<file path="config.mk">
export PLATFORM = sky130hd
export DESIGN_NAME = product_arbiter
export DESIGN_NICKNAME = d
export VERILOG_FILES = /design/src/rtl/machina_pkg.sv /design/src/rtl/rr_select.sv /design/src/rtl/product_arbiter.sv
export SDC_FILE = /design/constraint.sdc
export NUM_CORES = 1
export LEC_CHECK = 0
export BUFFER_PORTS_ARGS = -buffer_cell sky130_fd_sc_hd__buf_4
export CAP_MARGIN = 15
export CORE_AREA = 2 2 118 120
export CTS_CLUSTER_SIZE = 12
export DETAILED_ROUTE_END_ITERATION = 12
export DIE_AREA = 0 0 120 122
export MAX_ROUTING_LAYER = met4
export REMOVE_ABC_BUFFERS = 1
export SKIP_CTS_REPAIR_TIMING = 1
export SYNTH_ARGS = -nofsm -noshare
export SYNTH_HDL_FRONTEND = slang
export SYNTH_SLANG_ARGS = --single-unit
</file>
<file path="constraint.sdc">
create_clock -name clock -period 1.7 [get_ports clock]
set_input_delay 0.34 -clock clock [delete_from_list [all_inputs] [get_ports clock]]
set_output_delay 0.34 -clock clock [all_outputs]
set_load 0.1 [all_outputs]
</file>
<file path="src/rtl/machina_pkg.sv">
// Shared types and constants for the product arbiter slice.
package machina_pkg;

  localparam int ARG_W = 8;
  localparam int RES_W = 16;

  typedef logic [ARG_W-1:0] arg_t;
  typedef logic [RES_W-1:0] res_t;

  // Raw encodings, usable where an enum type cannot be carried.
  localparam logic [2:0] NOENUM_IDLE = 3'd0;
  localparam logic [2:0] NOENUM_ARG  = 3'd1;
  localparam logic [2:0] NOENUM_RES  = 3'd2;
  localparam logic [2:0] NOENUM_ERR  = 3'd3;
  localparam logic [2:0] NOENUM_PRP  = 3'd4;

  typedef enum logic [2:0] {
    IDLE = NOENUM_IDLE,
    ARG  = NOENUM_ARG,
    RES  = NOENUM_RES,
    ERR  = NOENUM_ERR,
    PRP  = NOENUM_PRP
  } state_t;

  function automatic int idx_w(input int r);
    return (r > 1) ? $clog2(r) : 1;
  endfunction

endpackage

</file>
<file path="src/rtl/rr_select.sv">
// Round-robin pick: first asserted request at or above pointer, wrapping.
module rr_select
  import machina_pkg::*;
#(
  parameter int R  = 4,
  parameter int OW = idx_w(R)
) (
  input  logic [R-1:0]  req,
  input  logic [OW-1:0] pointer,
  output logic [OW-1:0] index,
  output logic          found
);

  // Scan from the far end so the candidate closest to pointer wins last.
  always_comb begin
    index = '0;
    found = 1'b0;
    for (int i = R - 1; i >= 0; i--) begin
      if (req[(int'(pointer) + i) % R]) begin
        found = 1'b1;
        index = OW'((int'(pointer) + i) % R);
      end
    end
  end

endmodule

</file>
<file path="src/rtl/product_arbiter.sv">
// Shares one product unit among R requesters, one whole transaction per grant.
//
// state | meaning
// IDLE  | no owner; grant the round-robin winner of argument_valid
// ARG   | argument channel routed owner -> unit
// RES   | result channel routed unit -> owner
// ERR   | error channel routed owner -> unit (train only)
// PRP   | propagate channel routed unit -> owner (train only)
module product_arbiter
  import machina_pkg::*;
#(
  parameter int R  = 4,
  parameter int N  = 2,
  parameter int OW = idx_w(R)
) (
  input  logic                          clock,
  input  logic                          reset,
  input  logic [R-1:0]                  req_train,
  input  logic [R-1:0]                  req_argument_valid,
  input  logic [R-1:0][N*ARG_W-1:0]     req_argument_data,
  output logic [R-1:0]                  req_argument_ready,
  output logic [R-1:0]                  req_result_valid,
  output res_t                          req_result_data,
  input  logic [R-1:0]                  req_result_ready,
  input  logic [R-1:0]                  req_error_valid,
  input  logic [R-1:0][RES_W-1:0]       req_error_data,
  output logic [R-1:0]                  req_error_ready,
  output logic [R-1:0]                  req_propagate_valid,
  output logic [N*RES_W-1:0]            req_propagate_data,
  input  logic [R-1:0]                  req_propagate_ready,
  output logic                          unit_train,
  output logic                          unit_argument_valid,
  output logic [N*ARG_W-1:0]            unit_argument_data,
  input  logic                          unit_argument_ready,
  input  logic                          unit_result_valid,
  input  res_t                          unit_result_data,
  output logic                          unit_result_ready,
  output logic                          unit_error_valid,
  output res_t                          unit_error_data,
  input  logic                          unit_error_ready,
  input  logic                          unit_propagate_valid,
  input  logic [N*RES_W-1:0]            unit_propagate_data,
  output logic                          unit_propagate_ready,
  output logic [OW-1:0]                 owner,
  output logic                          busy
);

  state_t          state;
  logic [OW-1:0]   pointer;
  logic [OW-1:0]   next_pointer;
  logic [OW-1:0]   sel_index;
  logic            sel_found;

  rr_select #(.R(R), .OW(OW)) u_rr_select (
    .req     (req_argument_valid),
    .pointer (pointer),
    .index   (sel_index),
    .found   (sel_found)
  );

  assign next_pointer = (owner == OW'(R - 1)) ? '0 : owner + 1'b1;
  assign busy         = (state != IDLE);

  always_ff @(posedge clock or negedge reset) begin
    if (!reset) begin
      state      <= IDLE;
      owner      <= '0;
      pointer    <= '0;
      unit_train <= 1'b0;
    end else begin
      case (state)
        IDLE: begin
          if (sel_found) begin
            owner      <= sel_index;
            unit_train <= req_train[sel_index];
            state      <= ARG;
          end
        end
        ARG: begin
          if (unit_argument_valid && unit_argument_ready) state <= RES;
        end
        RES: begin
          if (unit_result_valid && unit_result_ready) begin
            if (unit_train) begin
              state <= ERR;
            end else begin
              state   <= IDLE;
              pointer <= next_pointer;
            end
          end
        end
        ERR: begin
          if (unit_error_valid && unit_error_ready) state <= PRP;
        end
        PRP: begin
          if (unit_propagate_valid && unit_propagate_ready) begin
            state   <= IDLE;
            pointer <= next_pointer;
          end
        end
        default: state <= IDLE;
      endcase
    end
  end

  // Data buses follow owner unconditionally; only valid/ready are gated by state.
  always_comb begin
    req_argument_ready   = '0;
    req_result_valid     = '0;
    req_error_ready      = '0;
    req_propagate_valid  = '0;
    unit_argument_valid  = 1'b0;
    unit_result_ready    = 1'b0;
    unit_error_valid     = 1'b0;
    unit_propagate_ready = 1'b0;
    unit_argument_data   = req_argument_data[owner];
    unit_error_data      = req_error_data[owner];
    req_result_data      = unit_result_data;
    req_propagate_data   = unit_propagate_data;
    case (state)
      ARG: begin
        unit_argument_valid       = req_argument_valid[owner];
        req_argument_ready[owner] = unit_argument_ready;
      end
      RES: begin
        req_result_valid[owner] = unit_result_valid;
        unit_result_ready       = req_result_ready[owner];
      end
      ERR: begin
        unit_error_valid       = req_error_valid[owner];
        req_error_ready[owner] = unit_error_ready;
      end
      PRP: begin
        req_propagate_valid[owner] = unit_propagate_valid;
        unit_propagate_ready       = req_propagate_ready[owner];
      end
      default: ;
    endcase
  end

endmodule

</file>
Word-level counts from Yosys, hierarchy flattened
Index checks and enable logic that the tools add are counted.
{"block": "totals", "register_bits": 8, "word_cells": 102, "out_inout_bits": 104, "in_bits": 202}
{"block": "classes", "n_addsub": 4, "muxes": 55, "magnitude_cmp": 7, "n_reduce_logical": 14, "bitwise_logic": 7, "eq_ne": 11}
{"op": "16-bit binary-select mux with 2-bit select", "n": 2}
{"op": "16-bit 2-to-1 mux", "n": 2}
{"op": "1-bit 2-to-1 mux", "n": 21}
{"op": "1-bit binary-select mux with 2-bit select", "n": 9}
{"op": "2-bit 2-to-1 mux", "n": 9}
{"op": "4-bit AND", "n": 4}
{"op": "4-bit 2-to-1 mux", "n": 4}
{"op": "3-bit 2-to-1 mux", "n": 5}
{"op": "3-bit one-hot mux with 5 select lines", "n": 1}
{"op": "3-bit by 4-bit less-than comparator with 1-bit output (second input constant)", "n": 3}
{"op": "2-bit inequality test (second input constant)", "n": 6}
{"op": "2-bit by 3-bit less-than comparator with 1-bit output (second input constant)", "n": 3}
{"op": "3-bit by 2-bit equality test with 1-bit output (second input constant)", "n": 2}
{"op": "2-bit OR reduction", "n": 3}
{"op": "1-bit logical AND", "n": 5}
{"op": "5-bit AND reduction", "n": 1}
{"op": "2-bit by 1-bit adder with 2-bit output (second input constant)", "n": 2}
{"op": "2-bit adder (second input constant)", "n": 2}
{"op": "2-bit one-hot mux with 2 select lines", "n": 1}
{"op": "4-bit AND reduction", "n": 1}
{"op": "1-bit AND (first input constant)", "n": 3}
{"op": "3-bit by 1-bit equality test with 1-bit output (second input constant)", "n": 1}
{"op": "3-bit equality test (second input constant)", "n": 1}
{"op": "3-bit zero test", "n": 1}
{"op": "other kinds (6)", "n": 6}

Depth between registers and ports, before layout
{"block": "depth", "word_depth": 12, "mapped_depth": 6, "mapped_depth_nobuf": 5}

Hierarchy
Synthesis repeated with hierarchy kept, for this count alone.
{"block": "hier_totals", "cells_unflattened": 186, "hier_area_um2": 2005.7}
{"mod": "product_arbiter", "seq_area_each_um2": 200.2, "area_each_um2": 1928.1, "instances": 1, "cells_each": 173}
{"mod": "rr_select", "seq_area_each_um2": 0.0, "area_each_um2": 77.6, "instances": 1, "cells_each": 13}

Least setup slack after synthesis
No wires, ideal clock.
{"block": "synth_timing", "path_kind": "register to output", "start": "reg owner[1]", "end": "out unit_error_valid", "setup_slack_ns": -2.387, "arrival_ns": 3.747, "required_ns": 1.360, "stages_incl_launch_ff": 4, "path_buffers": 1, "cell_sequence": "dfrtp_1 buf_2 mux4_1 nor3b_1"}
{"block": "synth_via", "elab_chain_cells": 3}
{"item": "from (decl)", "line_no": "product_arbiter.sv:44", "rtl": "output logic [OW-1:0] owner,"}
{"item": "from (signal assigned)", "line_no": "product_arbiter.sv:74", "rtl": "owner <= sel_index;"}
{"item": "1-bit binary-select mux with 2-bit select", "line_no": "product_arbiter.sv:130", "rtl": "unit_error_valid = req_error_valid[owner];"}
{"item": "1-bit 2-to-1 mux (implied by the code)", "line_no": "product_arbiter.sv:130"}
{"item": "1-bit 2-to-1 mux", "line_no": "product_arbiter.sv:120", "rtl": "case (state)"}
{"item": "to (decl)", "line_no": "product_arbiter.sv:38", "rtl": "output logic unit_error_valid,"}
No other way between the ends. The select of a mux whose other input is x is not followed.

Final worst setup path
{"block": "layout_timing", "start": "reg owner[0]", "end": "out unit_argument_data[1]"}
{"block": "layout_via", "elab_chain_cells": 2}
{"item": "16-bit binary-select mux with 2-bit select", "line_no": "product_arbiter.sv:116", "rtl": "unit_argument_data = req_argument_data[owner];"}
{"item": "16-bit 2-to-1 mux (implied by the code)", "line_no": "product_arbiter.sv:116"}
{"item": "to (decl)", "line_no": "product_arbiter.sv:33", "rtl": "output logic [N*ARG_W-1:0] unit_argument_data,"}
No other way between the ends. The select of a mux whose other input is x is not followed.

==> impl_results.md <==
* ANT nets after route at 0
* All-Layer GR Usage at 0.154
* CP startpoint kind: register
* Worst Min Path Start: req_train[0]
* Critical-path top delay cell: mux4_2
* Most common cell in the netlist: buf_4
* Reg-to-reg slack, setup at -150 ps
* Combinational Power Share at 0.906
* Worst r2r path cells at 6
* Reg-to-Reg End: pointer[1]$_DFFE_PN0P_
* Total grt overflow at 0
* Diodes inserted at 0
* Fin crit period at 2010 ps
* Final Util at 0.325
* Family with the most delay on the worst path: multiplexers
* Crit path launch: owner[0]$_DFFE_PN0P_
* Number of port buffers at 209
* Post-Synth XOR/XNOR Area at 0
* Fraction of layout cells with a size suffix above 1 at 0.890
* Initial Utilization at 0.144
* Synth Area in Adders at 0.0257
* Multi-input logic area at 1500 um2
* Mapped cell area at 1950 um2
* Post-synthesis compound-gate area fraction at 0.0752
* Fmax at 497 MHz
* Post-synth cell types at 36
* Fill cell count at 1353
* Sequential fraction of the synthesis area at 0.103
* Final worst slack at -314 ps
* Clock latency on the worst-skew pair at 230 ps
* Post-Synth Simple-Gate Area at 0.131
* Async S/R FF share, synth at 1.00
* Reg clk slew, reported paths at 40 ps
* Proportion of synthesized area in mux cells at 0.448
* Worst setup EP type: output pin
* Row cnt at 43
* DR vias/cell at 4.41
* Post-synthesis register bit count at 8
* First-pass GRT wire length at 15900 um
* NetSw at 0.00533 W
* Setup tns final at -14240 ps
* Clk network pwr share at 0.045
* Final setup viols at 56
* Worst r2r src: owner[0]$_DFFE_PN0P_
* Period utilisation layout at 1.18
* Net Sw Frac at 0.594
* Cell Chain, Critical Path: buf_12 -> buf_12 -> mux4_2 -> buf_6
* Inserted Clock Buffers at 3
* HPWL after DPL at 10400 um
* Drt pass-1 iters at 4
* Primary FF master, synth: dfrtp_1
* Initial antenna violation count at 0
* Die Span Y at 122 um
* Via count at 2441
* Hold Crit Class: primary input to register
* Power per Cell Area at 2050 nW/um2
* Buffer depth of the longest clock path at 2
* Crit. path cell count at 4
* Largest net degree at the start of global routing at 23
* Htree depth at 1
* Status: finished, violations left
* CP max FO at 12
* Clk_skew at 2.17 ps
* Final hold vios at 0
* Pint at 0.00364 W
* RSZ-0062 raised after global routing: yes
* Detailed Route WL at 12500 um
* Root Buffer: clkbuf_16
* Final net count at 581
* IO Pins at 306
* Worst Max-Slew Pin Slew at 385 ps
* Vias in the first global route at 2471
* Static leakage at 1.95 nW
* Synth area leaders: mux4_2, buf_4, dfrtp_1, mux4_1, and2_1
* Mapped Cells at 180
* Max Cap Viol at 0
* Syn_area_per_cell at 10.8 um2
* CTS tree: yes
* Leading area contributor after synthesis: mux4_2
* Failing checks: negative setup slack
* Routed len/inst at 22.6 um
* Most frequent cells after synthesis: buf_4, mux4_2, and2_1, and3_1, dfrtp_1
* Crit path largest cell delay at 530 ps
* WP data required at 1360 ps
* Placeable Area at 13500 um2
* Arrival time worst endpoint at 1670 ps
* EDFF count, synth at 0
* CTS Sinks at 8
* Setup crit end: unit_argument_data[1]
* Die width at 120 um
* Routability cong. at 0.815
* Slew margin rel. at 0.742
* WP buf/inv at 3
* Synth Warn # at 0
* Crit Path Class: register to output pin
* Die area at 14600 um2
* Final Max Tran Viols at 0
* Reg area at 208 um2
* CP dominant cell by count: buf_12
* Place WS at -146 ps
* Largest family of logic cells by synthesized area: multiplexers
* DRT iter0 DRCs at 67
* Flop pwr share at 0.049
* Worst VDD drop at 0.898 mV
* DRC at 0
* Area grow syn2layout at 125%
* Share of the synthesized area in the top cell type at 0.382
[worst min-delay path, stage by stage]
cell and delay [ps]:
buf_4 80, mux2i_1 70, o221ai_1 180
[layer usage]
layer	vias up	global-route usage	routed length [um]
li1	1033	-	-
met1	1174	0.181	4740
met2	228	0.217	5710
met3	6	0.112	1970
met4	0	0.0199	83
met5	-	-	0
[per-stage QoR]
step / total power [W] / area [um2] / hold WS, ps / std cells
2_1_floorplan: 0.00559 / 1540 / 44.4 / 123
3_3_place_gp: 0.00730 / 3560 / 172 / 537
3_5_place_dp: 0.00735 / 3560 / 171 / 537
4_1_cts: 0.00777 / 3640 / -74.7 / 541
5_1_grt: 0.00930 / 4380 / 480 / 554
6_report: 0.00897 / 4380 / 481 / 554
[power by group through the flow]
| stage | clock network (W) | registers [W] | logic, W |
|---|---|---|---|
| final | 0.000406 | 0.000441 | 0.00812 |
| after detailed placement | 0 | 0.000420 | 0.00693 |
| after global routing | 0.000422 | 0.000461 | 0.00842 |
| after global placement | 0 | 0.000423 | 0.00688 |
| after CTS | 0.000412 | 0.000419 | 0.00694 |
| after floorplan | 0 | 0.000865 | 0.00473 |
[placed cells by master, fill, tap and decap left out, drive strengths merged, types with 5 or more instances in the layout]
cell type  netlist  final
dfrtp            8      8
buf             54    245
and3            10     10
nand2            6      6
and2            10     10
o21ai            6      6
mux4            36     36
clkbuf           3      5
nor2             7      7
a21oi            7      7
[kinds of logic (layout without fill, tap and decap cells)]
logic type | count (synthesis) | in the layout
mux | 40 | 40
simple gates | 44 | 44
fa+ha+maj | 4 | 4
buf+inv | 61 | 255
flops | 8 | 8
compound gates | 23 | 23
[sequential cells by signal, summed over array words and instances, names as in the netlist]
name	cells
pointer	2
state	3
owner	2
unit_train	1
[how the worst min path moves through the flow]
stage                                   endpoint  cells after the start  slack, ps
after floorplan             owner[0]$_DFFE_PN0P_                      0         40
after global placement      state[0]$_DFFE_PN0P_                      1        170
after detailed placement    state[0]$_DFFE_PN0P_                      1        170
after CTS                 unit_train$_DFFE_PN0P_                      1        -70
after global routing      unit_train$_DFFE_PN0P_                      3        480
final                     unit_train$_DFFE_PN0P_                      3        480
[area by class of cell]
class | count | share of cell area
multi-input cells | 111 | 0.342
inverters | 4 | 0.00514
well taps | 180 | 0.0514
clock buffers | 4 | 0.0180
flip-flops and latches | 8 | 0.0474
repair buffers | 247 | 0.537
Note: power is estimated with default switching activity, not from simulation.
